==> config.mk <==
export PLATFORM = sky130hd
export DESIGN_NAME = rf_bypass_2w_flat
export DESIGN_NICKNAME = d
export VERILOG_FILES = /design/src/rtl/rf_bypass_2w_if.sv /design/src/rtl/rf_bypass_2w.sv /design/src/flat_wrapper.sv
export SDC_FILE = /design/constraint.sdc
export NUM_CORES = 1
export LEC_CHECK = 0
export ABC_AREA = 1
export CORE_MARGIN = 1
export CORE_UTILIZATION = 55
export CTS_CLUSTER_DIAMETER = 50
export DETAILED_ROUTE_END_ITERATION = 16
export GPL_TIMING_DRIVEN = 0
export PLACE_DENSITY = 0.77
export SYNTH_ARGS = -nofsm -noshare
export SYNTH_HDL_FRONTEND = slang
export SYNTH_SLANG_ARGS = --single-unit
==> constraint.sdc <==
create_clock -name clk -period 5.7 [get_ports clk]
set_input_delay 1.71 -clock clk [delete_from_list [all_inputs] [get_ports clk]]
set_output_delay 1.71 -clock clk [all_outputs]
set_load 0.05 [all_outputs]
==> src/rtl/rf_bypass_2w_if.sv <==
// Register-file access bundle: two read selects, two write ports, error flags.
// The decode stage drives through master; the register file sits on slave.
interface rf_bypass_2w_if #(
  parameter int WIDTH = 16,
  parameter int SELW  = 3
);
  logic [SELW-1:0]  read1regsel;
  logic [SELW-1:0]  read2regsel;
  logic [SELW-1:0]  write0regsel;
  logic [WIDTH-1:0] write0data;
  logic             write0;
  logic [SELW-1:0]  write1regsel;
  logic [WIDTH-1:0] write1data;
  logic             write1;
  logic [WIDTH-1:0] read1data;
  logic [WIDTH-1:0] read2data;
  logic             err;
  logic             err_sticky;

  modport master (
    output read1regsel, read2regsel,
    output write0regsel, write0data, write0,
    output write1regsel, write1data, write1,
    input  read1data, read2data, err, err_sticky
  );

  modport slave (
    input  read1regsel, read2regsel,
    input  write0regsel, write0data, write0,
    input  write1regsel, write1data, write1,
    output read1data, read2data, err, err_sticky
  );
endinterface

==> src/rtl/rf_bypass_2w.sv <==
// Two-write / two-read register file with optional same-cycle bypass,
// optional hardwired zero register and range/conflict error reporting.
module rf_bypass_2w #(
  parameter int WIDTH    = 16,
  parameter int DEPTH    = 8,
  parameter int SELW     = 3,
  parameter int BYPASS   = 1,
  parameter int ZERO_REG = 0
) (
  input logic clk,
  input logic rst,
  rf_bypass_2w_if.slave bus
);
  localparam int AW = (DEPTH > 1) ? $clog2(DEPTH) : 1;

  logic [WIDTH-1:0] regs [DEPTH];
  logic             sticky_q;
  logic             w0_hit;
  logic             w1_hit;
  logic             conflict;
  logic             err_c;
  logic [WIDTH-1:0] rd1;
  logic [WIDTH-1:0] rd2;

  function automatic logic ok(input logic [SELW-1:0] s);
    return 32'(s) < DEPTH;
  endfunction

  function automatic logic is_zero(input logic [SELW-1:0] s);
    return (ZERO_REG != 0) && (s == '0);
  endfunction

  // Port 1 is checked first so a forwarded value matches what gets stored.
  function automatic logic [WIDTH-1:0] rd(input logic [SELW-1:0] s);
    logic [WIDTH-1:0] v;
    v = '0;
    if (!ok(s))
      v = '0;
    else if (is_zero(s))
      v = '0;
    else if (BYPASS != 0 && bus.write1 && bus.write1regsel == s)
      v = bus.write1data;
    else if (BYPASS != 0 && bus.write0 && bus.write0regsel == s)
      v = bus.write0data;
    else
      v = regs[s[AW-1:0]];
    return v;
  endfunction

  always_comb begin
    w0_hit = bus.write0 && ok(bus.write0regsel)
             && !is_zero(bus.write0regsel);
    w1_hit = bus.write1 && ok(bus.write1regsel)
             && !is_zero(bus.write1regsel);
    conflict = bus.write0 && bus.write1
               && (bus.write0regsel == bus.write1regsel)
               && ok(bus.write0regsel);
    err_c = conflict
            || (bus.write0 && !ok(bus.write0regsel))
            || (bus.write1 && !ok(bus.write1regsel))
            || !ok(bus.read1regsel)
            || !ok(bus.read2regsel);
    rd1 = rd(bus.read1regsel);
    rd2 = rd(bus.read2regsel);
  end

  always_ff @(posedge clk) begin
    if (rst) begin
      for (int i = 0; i < DEPTH; i++)
        regs[i] <= '0;
      sticky_q <= 1'b0;
    end else begin
      if (w0_hit)
        regs[bus.write0regsel[AW-1:0]] <= bus.write0data;
      if (w1_hit)
        regs[bus.write1regsel[AW-1:0]] <= bus.write1data;
      sticky_q <= sticky_q | err_c;
    end
  end

  assign bus.read1data  = rst ? '0 : rd1;
  assign bus.read2data  = rst ? '0 : rd2;
  assign bus.err        = rst ? 1'b0 : err_c;
  assign bus.err_sticky = sticky_q;
endmodule

==> src/flat_wrapper.sv <==
// flat-port wrapper written by rule: the top's interface ports become plain ports
module rf_bypass_2w_flat 
#(
  parameter int WIDTH    = 16,
  parameter int DEPTH    = 8,
  parameter int SELW     = 3,
  parameter int BYPASS   = 1,
  parameter int ZERO_REG = 0
)
  (clk, rst, bus_read1regsel, bus_read2regsel, bus_write0regsel, bus_write0data, bus_write0, bus_write1regsel, bus_write1data, bus_write1, bus_read1data, bus_read2data, bus_err, bus_err_sticky);
  rf_bypass_2w_if #(.WIDTH(WIDTH), .SELW(SELW)) bus_i ();
  input logic clk;
  input logic rst;
  input wire logic [$bits(bus_i.read1regsel)-1:0] bus_read1regsel;
  input wire logic [$bits(bus_i.read2regsel)-1:0] bus_read2regsel;
  input wire logic [$bits(bus_i.write0regsel)-1:0] bus_write0regsel;
  input wire logic [$bits(bus_i.write0data)-1:0] bus_write0data;
  input wire logic [$bits(bus_i.write0)-1:0] bus_write0;
  input wire logic [$bits(bus_i.write1regsel)-1:0] bus_write1regsel;
  input wire logic [$bits(bus_i.write1data)-1:0] bus_write1data;
  input wire logic [$bits(bus_i.write1)-1:0] bus_write1;
  output wire logic [$bits(bus_i.read1data)-1:0] bus_read1data;
  output wire logic [$bits(bus_i.read2data)-1:0] bus_read2data;
  output wire logic [$bits(bus_i.err)-1:0] bus_err;
  output wire logic [$bits(bus_i.err_sticky)-1:0] bus_err_sticky;
  assign bus_i.read1regsel = bus_read1regsel;
  assign bus_i.read2regsel = bus_read2regsel;
  assign bus_i.write0regsel = bus_write0regsel;
  assign bus_i.write0data = bus_write0data;
  assign bus_i.write0 = bus_write0;
  assign bus_i.write1regsel = bus_write1regsel;
  assign bus_i.write1data = bus_write1data;
  assign bus_i.write1 = bus_write1;
  assign bus_read1data = bus_i.read1data;
  assign bus_read2data = bus_i.read2data;
  assign bus_err = bus_i.err;
  assign bus_err_sticky = bus_i.err_sticky;
  rf_bypass_2w #(.WIDTH(WIDTH), .DEPTH(DEPTH), .SELW(SELW), .BYPASS(BYPASS), .ZERO_REG(ZERO_REG)) u_core (.clk(clk), .rst(rst), .bus(bus_i));
endmodule
* After elaboration in Yosys (flattened, before gate mapping) *
Memories as Yosys holds them, arrays and structs flattened.
Index checks and enable logic that the tools add are counted.

storage, ports and cells
  word-level logic and storage cells = 37
  register bits after elaboration = 1
  memories kept = 1
  RAM bits = 128

cells by class
  bitwise gates (word level) = 1
  reductions and logical operators = 8
  multiplexer cells = 21
  eq/ne operators = 5

memory list
  memory       depth  bits a word  rd ports  clocked after memory_dff  write ports  RTL line            text
  u_core.regs  8      16           2         0                         8            rf_bypass_2w.sv:16  logic [WIDTH-1:0] regs [DEPTH];

operators by type and width
  operator             count
  16-bit 2-to-1 mux    8
  16-bit OR reduction  2
  3-bit equality test  5
  1-bit 2-to-1 mux     11
  1-bit logical AND    6
  3-bit 2-to-1 mux     2
  1-bit bitwise OR     1

* Longest topological paths before layout *
Gate-level depths: netlist of the first run.

  depth after elaboration = 5
  mapped depth = 10
  mapped depth without buffers = 8

* Worst setup path after synthesis of the first run *
Ideal clock, no wire load.

  path type = in2out
  from = input port bus_read2regsel[2]
  to = output port bus_read2data[14]
  buffers on the path = 2
  stages = 9
  path slack = 0.648 ns
  required time = 3.990 ns
  data arrival time = 3.342 ns
  cells stage by stage = buf_2 -> inv_2 -> nand2_1 -> nand2_1 -> nor2_4 -> nand2_2 -> buf_2 -> nand3_1 -> a21oi_1

on the way
  cells in the longest elaborated chain, start to end = 5
  elaborated cells on any way between the ends = 8
  those cells by class = 2 x eq/ne; 3 x mux; 2 x reduce/logical; 1 x memory

ends and longest elaborated chain
  element                                                                    RTL line            text
  from (decl)                                                                flat_wrapper.sv:15  input wire logic [$bits(bus_i.read2regsel)-1:0] bus_read2regsel;
  parallel branches: the longest is 3 deep, another holds memory 8 x 16 bit  -
  16-bit 2-to-1 mux (*)                                                      rf_bypass_2w.sv:41  else if (BYPASS != 0 && bus.write1 && bus.write1regsel == s)
  16-bit 2-to-1 mux (*)                                                      rf_bypass_2w.sv:82  assign bus.read2data = rst ? '0 : rd2;
  to (decl)                                                                  flat_wrapper.sv:23  output wire logic [$bits(bus_i.read2data)-1:0] bus_read2data;

Every way passes the cells marked *.

* Worst setup path after layout of the first run *
  from = input port bus_read1regsel[0]
  to = output port bus_read1data[11]

on the way
  cells in the longest elaborated chain, start to end = 5
  elaborated cells on any way between the ends = 8
  those cells by class = 2 x eq/ne; 3 x mux; 2 x reduce/logical; 1 x memory

ends and longest elaborated chain
  element                                                                    RTL line            text
  from (decl)                                                                flat_wrapper.sv:14  input wire logic [$bits(bus_i.read1regsel)-1:0] bus_read1regsel;
  parallel branches: the longest is 3 deep, another holds memory 8 x 16 bit  -
  16-bit 2-to-1 mux (*)                                                      rf_bypass_2w.sv:41
  16-bit 2-to-1 mux (*)                                                      rf_bypass_2w.sv:81  assign bus.read1data = rst ? '0 : rd1;
  to (decl)                                                                  flat_wrapper.sv:22  output wire logic [$bits(bus_i.read1data)-1:0] bus_read1data;

Marks and branches as above.

==> results by group, run 1 <==
Global route
  – Initial antenna violation count: 0
  – Gr ovfl total: 0
  – First-pass GRT wire length: 53.5 mm
  – Largest net degree at the start of global routing: 17
  – Vias in the first global route: 9509
  – All-Layer GR Usage: between 40 and 50%

Floorplan
  – Initial core utilization: a little under three fifths
  – Chip height: 130 µm
  – Core area: 16000 µm²
  – Cell Rows: 46
  – Die Width: 130 µm
  – Ports: 82
  – Die Area: 17000 µm²

Detailed routing
  – DRT Pass-1 Iters: 8
  – Avg WL per Cell: 23.2 µm
  – Antenna-violating nets left: 0
  – Post-route DRC violation count: 0
  – Drt via density: ~6.6
  – Vias: 10100
  – 1st-iter DRT viols: 1820
  – Final wirelength: 35.5 mm

Timing
  – RSZ-0062 raised after global routing: false
  – Worst Max-Slew Pin Slew: 0.940 ns
  – Clk_skew: 0 ns
  – Highest Clock Rate: 177 MHz
  – Fin crit share: 99.2%
  – Final setup vio count: 0
  – Final hold viol count: 0
  – Tmin final: between 5 and 6 ns
  – Slew headroom: roughly 37%
  – Hold_ws: 0.477 ns
  – Final count of pins violating max slew: 0

Power
  – Leakage: between 4 and 5 nW
  – Maximum vdd drop: 0.192 mV
  – Power per standard cell area: 271 nW/µm²

Worst setup path
  – Reg-to-reg slack, setup: roughly 5.1 ns
  – Cell family with most CP delay: buffers and inverters
  – Crit path buf inv count: 4
  – R2r startpoint: u_core.bus.err_sticky
  – Top cell by count, worst path: nand2_1
  – Reg2reg path depth: 2
  – Worst Path Required: between 3 and 4 ns
  – FF-to-FF End: u_core.bus.err_sticky
  – Startpoint Class: input port
  – WS Path Type: input port to primary output
  – CP peak stage delay: about 0.53 ns
  – WP data arrival: 3.95 ns
  – Worst path slowest cell: clkdlybuf4s50_1
  – Worst-path cell chain: clkdlybuf4s50_1 -> clkbuf_4 -> buf_2 -> nand2_1 -> nand3_1 -> nand2_1 -> nand2_1 -> nand3_1 -> a21oi_1 -> clkdlybuf4s15_2
  – Crit. End Element: primary output
  – Crit-path max FO: 10

Cells and area
  – # diodes: 0
  – Nets: 1348
  – # fillers: 1444
  – Finished Core Util: 66.7%
  – Layout area overhead: 17.9%
  – Layout cells sized above 1: 13.6%

Synthesis
  – Synth Instances: 1198
  – Post-Syn Area: 9050 µm²
  – Unique masters post-synth: 30
  – Seq cells post-synth: 129
  – Net Count, Synth: 1246
  – Avg Cell Area, Syn: 7.56 µm²
  – Post-synthesis sequential area ratio: 42.7%
  – YS warnings: 0

Hold path
  – Worst Hold Path EP: u_core.bus.err_sticky
  – Hold Crit Class: flip-flop to flip-flop
  – Hold_sp: u_core.bus.err_sticky
  – Hold path depth: 2

Clocking
  – TritonCTS buffer count: 17
  – CTS hold repair buffers: 0
  – Worst-path clk slew: 0.06 ns
  – Clock latency on the worst-skew pair: 0.43 ns
  – TritonCTS Sinks: around 130
  – CTS tree: built
  – CTS H-tree lvls: 4
  – Max Root-Sink Buffers: 2
  – Clock Tree Root: clkbuf_16

Job
  – Max-Cap Viols: 0

Run status
  – Status: completed

Place
  – Final HPWL DP: 25.6 mm
  – Count of buffers from port buffering: 73
  – GP Congestion: 0.977
where the power goes:
| part | switching (mW) | internal, mW |
|---|---|---|
| sequential | 0.0395 | 1.12 |
| combinational | 0.478 | 0.189 |
| clock | 0.433 | 0.634 |
metal layers:
layer	up-vias	GRT usage, %	wire length [µm]
li1	4370	-	-
met1	4639	53.7	12700
met2	856	69.3	16200
met3	212	10.8	4190
met4	0	26.8	2370
met5	-	0	0
cell usage after synthesis, drive strengths merged:
library cell | count | area [µm²]
nand2 | 452 | 1770
nand3 | 245 | 1240
edfxtp | 128 | 3840
o22ai | 128 | 801
buf | 72 | 427
inv | 65 | 247
a21oi | 32 | 160
nor2 | 25 | 196
clkinv | 16 | 60.1
clkbuf | 12 | 45.0
nand4 | 8 | 140
o211ai | 6 | 45.0
o21ai | 5 | 25.0
xor2 | 2 | 17.5
dfxtp | 1 | 20.0
nand3b | 1 | 7.51
worst max path at each step:
stage | start | end | slack (ns) | cells past startpoint
3_3_place_gp | bus_read1regsel[0] | bus_read1data[4] | -0.39 | 11
4_1_cts | bus_read2regsel[0] | bus_read2data[1] | 0.005 | 11
5_1_grt | bus_read1regsel[0] | bus_read1data[4] | 0.003 | 11
6_report | bus_read1regsel[0] | bus_read1data[11] | 0.04 | 10
2_1_floorplan | bus_read2regsel[2] | bus_read2data[14] | 0.65 | 9
3_5_place_dp | bus_read1regsel[0] | bus_read1data[4] | -0.41 | 11
worst min-delay path, delay by kind of cell, from the launching register on:
| family | cells | cell delay, ns |
|---|---|---|
| AOI/OAI and AO/OA | 1 | 0.06 |
| and+or+nand+nor | 1 | 0.05 |
| DFF | 1 | 0.33 |
cell usage in the layout, fill, tap and decap left out, drive strengths merged:
| cell type | n |
|---|---|
| nand3 | 245 |
| edfxtp | 128 |
| o21ai | 5 |
| clkdlybuf4s18 | 1 |
| clkdlybuf4s15 | 11 |
| bufinv | 2 |
| nand3b | 1 |
| clkinvlp | 3 |
| dfxtp | 1 |
| buf | 78 |
| o22ai | 128 |
| inv | 65 |
| xor2 | 2 |
| nand4 | 8 |
| dlymetal6s2s | 1 |
| nor2 | 25 |
| clkinv | 23 |
| clkbuf | 55 |
| clkdlybuf4s50 | 40 |
| a21oi | 32 |
| o211ai | 6 |
| nand2 | 452 |
flip-flops by register name, summed over array words and instances, names as in the netlist:
signal	cells
u_core.bus.err_sticky	1
u_core.regs	128
cell type report:
class,instances,area (µm²),area share (%)
buffer,84,524,4.91
clock inverter,12,119,1.11
tap,216,270,2.53
sequential,129,3860,36.2
timing repair buffer,83,739,6.93
multi-input combinational,904,4420,41.4
inverter,81,307,2.87
clock buffer,19,433,4.06
stage by stage:
step	cell area [µm²]	std cells	setup slack [ns]	TNS, ns	total power [mW]
after global placement	10100	1487	-0.391	-9.90	1.81
after floorplan	9050	1198	0.648	0	1.58
after global routing	10700	1528	0.00341	0	2.95
final	10700	1528	0.0429	0	2.89
after detailed placement	10100	1494	-0.413	-10.30	1.83
after CTS	10700	1525	0.00486	0	2.84
what timing repair did:
item                                    in CTS  in global routing
buffers inserted                             0                  3
endpoints found under the setup margin      32                 32
pin swaps                                    0                  2
resized for setup                           86                 65
cells by family after synthesis:
kind of cell	synth area share, %
and+or+nand+nor	37.1
xor gates and xnor gates	0.194
DFF	42.7
AOI/OAI and AO/OA	11.4
buffers and inverters	8.60
Power figures use the tool's default switching activity.
==> inputs of run 2 (changes only) <==
Settings changed: SLEW_MARGIN set to 20.
==> run 2 against run 1 <==
Final area barely moved. First-iteration DRC count rose by 5.2%. Setup slack got worse by 0.019 ns. Non-clock buffer count rose by 3. Total power barely moved. Via count rose by 0.18%. Hold slack improved by 0.0026 ns. Flip-flop and latch count did not move. Combinational power barely moved.
==> results by group, run 2 (same netlist as run 1, synthesis figures left out) <==
Run status
  – Status: completed

Clocking
  – Clock latency on the worst-skew pair: 0.43 ns
  – CTS H-tree lvls: 4
  – TritonCTS buffer count: 17
  – Max Root-Sink Buffers: 2
  – TritonCTS Sinks: around 130
  – Worst-path clk slew: 0.06 ns
  – CTS hold repair buffers: 0
  – CTS tree: built
  – Clock Tree Root: clkbuf_16

Job
  – Max-Cap Viols: 0

Cells and area
  – Nets: 1351
  – Design area: 10700 µm²
  – Commonest non-fill, non-tap cell in the layout: nand2_1
  – # diodes: 0
  – Max reg flops: 128
  – Commonest cells after routing, fill and taps aside: 437 x nand2_1, 243 x nand3_1, 128 x o22ai_1, 128 x edfxtp_1, 57 x inv_1
  – Layout area overhead: 17.8%
  – Largest Register: u_core.regs
  – Finished Core Util: 66.6%
  – Layout cells sized above 1: between 10% and 20%

Power
  – Leakage: 4.52 nW
  – Maximum vdd drop: 0.227 mV
  – Total power: 2.89 mW
  – Power per standard cell area: between 200 and 300 nW/µm²

Place
  – Final HPWL DP: 25.6 mm
  – Pre-CTS WS: -0.378 ns
  – GP Congestion: 0.977
  – Area after DPL: 10100 µm²
  – Count of buffers from port buffering: 73

Detailed routing
  – 1st-iter DRT viols: 1915
  – Vias: around 10000
  – Post-route DRC violation count: 0
  – Drt via density: ~6.6
  – Antenna-violating nets left: 0
  – DRT Pass-1 Iters: 13
  – Avg WL per Cell: 23.0 µm
  – Final wirelength: ~35 mm

Global route
  – First-pass GRT wire length: 52.8 mm
  – Gr ovfl total: 0
  – Vias in the first global route: 9442
  – Largest net degree at the start of global routing: 17
  – Initial antenna violation count: 0
  – All-Layer GR Usage: about 43%

Hold path
  – Hold path depth: 2
  – Hold Crit Class: flip-flop to flip-flop
  – Worst Hold Path EP: u_core.bus.err_sticky
  – Hold_sp: u_core.bus.err_sticky

Worst setup path
  – WP data arrival: 3.97 ns
  – FF-to-FF End: u_core.bus.err_sticky
  – R2r startpoint: u_core.bus.err_sticky
  – WS Path Type: input port to primary output
  – Crit. End Element: primary output
  – Crit-path max FO: 10
  – Reg-to-reg slack, setup: 5.13 ns
  – Worst Path Required: 3.99 ns
  – Reg2reg path depth: 2
  – Startpoint Class: input port

Timing
  – Highest Clock Rate: 176 MHz
  – Final hold viol count: 0
  – Final worst slack: about 0.024 ns
  – Final setup vio count: 0
  – Tmin final: 5.68 ns
  – RSZ-0062 raised after global routing: true
  – Fin crit share: 99.6%
  – Worst Max-Slew Pin Slew: 0.983 ns
  – Slew headroom: 34.4%
  – Final count of pins violating max slew: 0
  – Clk_skew: 0 ns

Floorplan
  – Die Width: 130 µm
  – Cell Rows: 46
  – Ports: 82
  – Initial core utilization: 56.6%
  – Chip height: 130 µm
  – Core area: 16000 µm²
  – Die Area: 17000 µm²
-- run 2: how the worst max path moves through the flow --
stage,cells after the start,slack [ns],start,endpoint
finish,10,0.02,bus_read2regsel[0],bus_read2data[10]
floorplan,9,0.65,bus_read2regsel[2],bus_read2data[14]
global route,11,-0.04,bus_read1regsel[0],bus_read1data[1]
detailed placement,10,-0.38,bus_read2regsel[0],bus_read2data[12]
global placement,11,-0.39,bus_read1regsel[0],bus_read1data[4]
CTS,11,0.001,bus_read2regsel[0],bus_read2data[5]
-- run 2: worst max-delay path: stages --
cell	delay, ns
clkdlybuf4s50_1	0.52
clkbuf_4	0.28
buf_2	0.36
nand2_1	0.09
nand3_1	0.09
nand3_1	0.13
nand2_1	0.15
nand2_1	0.06
a21oi_1	0.16
clkdlybuf4s15_2	0.41
-- run 2: metal layers --
layer | vias to the layer above | track usage (%) | share of wire (%) | routed length [µm]
li1 | 4382 | - | - | -
met1 | 4607 | 53.1 | 35 | 12200
met2 | 884 | 67.8 | 45 | 16000
met3 | 222 | 11.1 | 13 | 4590
met4 | 0 | 28.1 | 7.0 | 2460
met5 | - | 0 | 0 | 0
-- run 2: what timing repair did --
item | 4_1_cts | 5_1_grt
endpoints found under the setup margin | 32 | 31
gates resized for setup | 77 | 60
pin swaps | 0 | 1
buffers inserted | 0 | 1
-- run 2: power breakdown --
part | internal [mW] | switching [mW] | leakage [nW]
Combinational | 0.188 | 0.477 | 3.01
Sequential | 1.12 | 0.0388 | 1.25
Clock | 0.638 | 0.433 | 0.266
-- run 2: area by class of cell --
cell class / instances / area [µm²]
Fill cell: 1456 / 5340
Clock inverter: 11 / 115
Buffer: 84 / 512
Clock buffer: 21 / 440
Sequential cell: 129 / 3860
Timing Repair Buffer: 86 / 744
Multi-Input combinational cell: 904 / 4410
Inverter: 81 / 307
Tap cell: 216 / 270
-- run 2: per-stage QoR --
| step | hold WS, ns | setup TNS (ns) | instances |
|---|---|---|---|
| floorplan | 0.690 | 0 | 1198 |
| global placement | 0.455 | -9.90 | 1487 |
| detailed placement | 0.453 | -9.88 | 1499 |
| CTS | 0.474 | 0 | 1531 |
| global route | 0.538 | -0.0838 | 1532 |
| finish | 0.480 | 0 | 1532 |
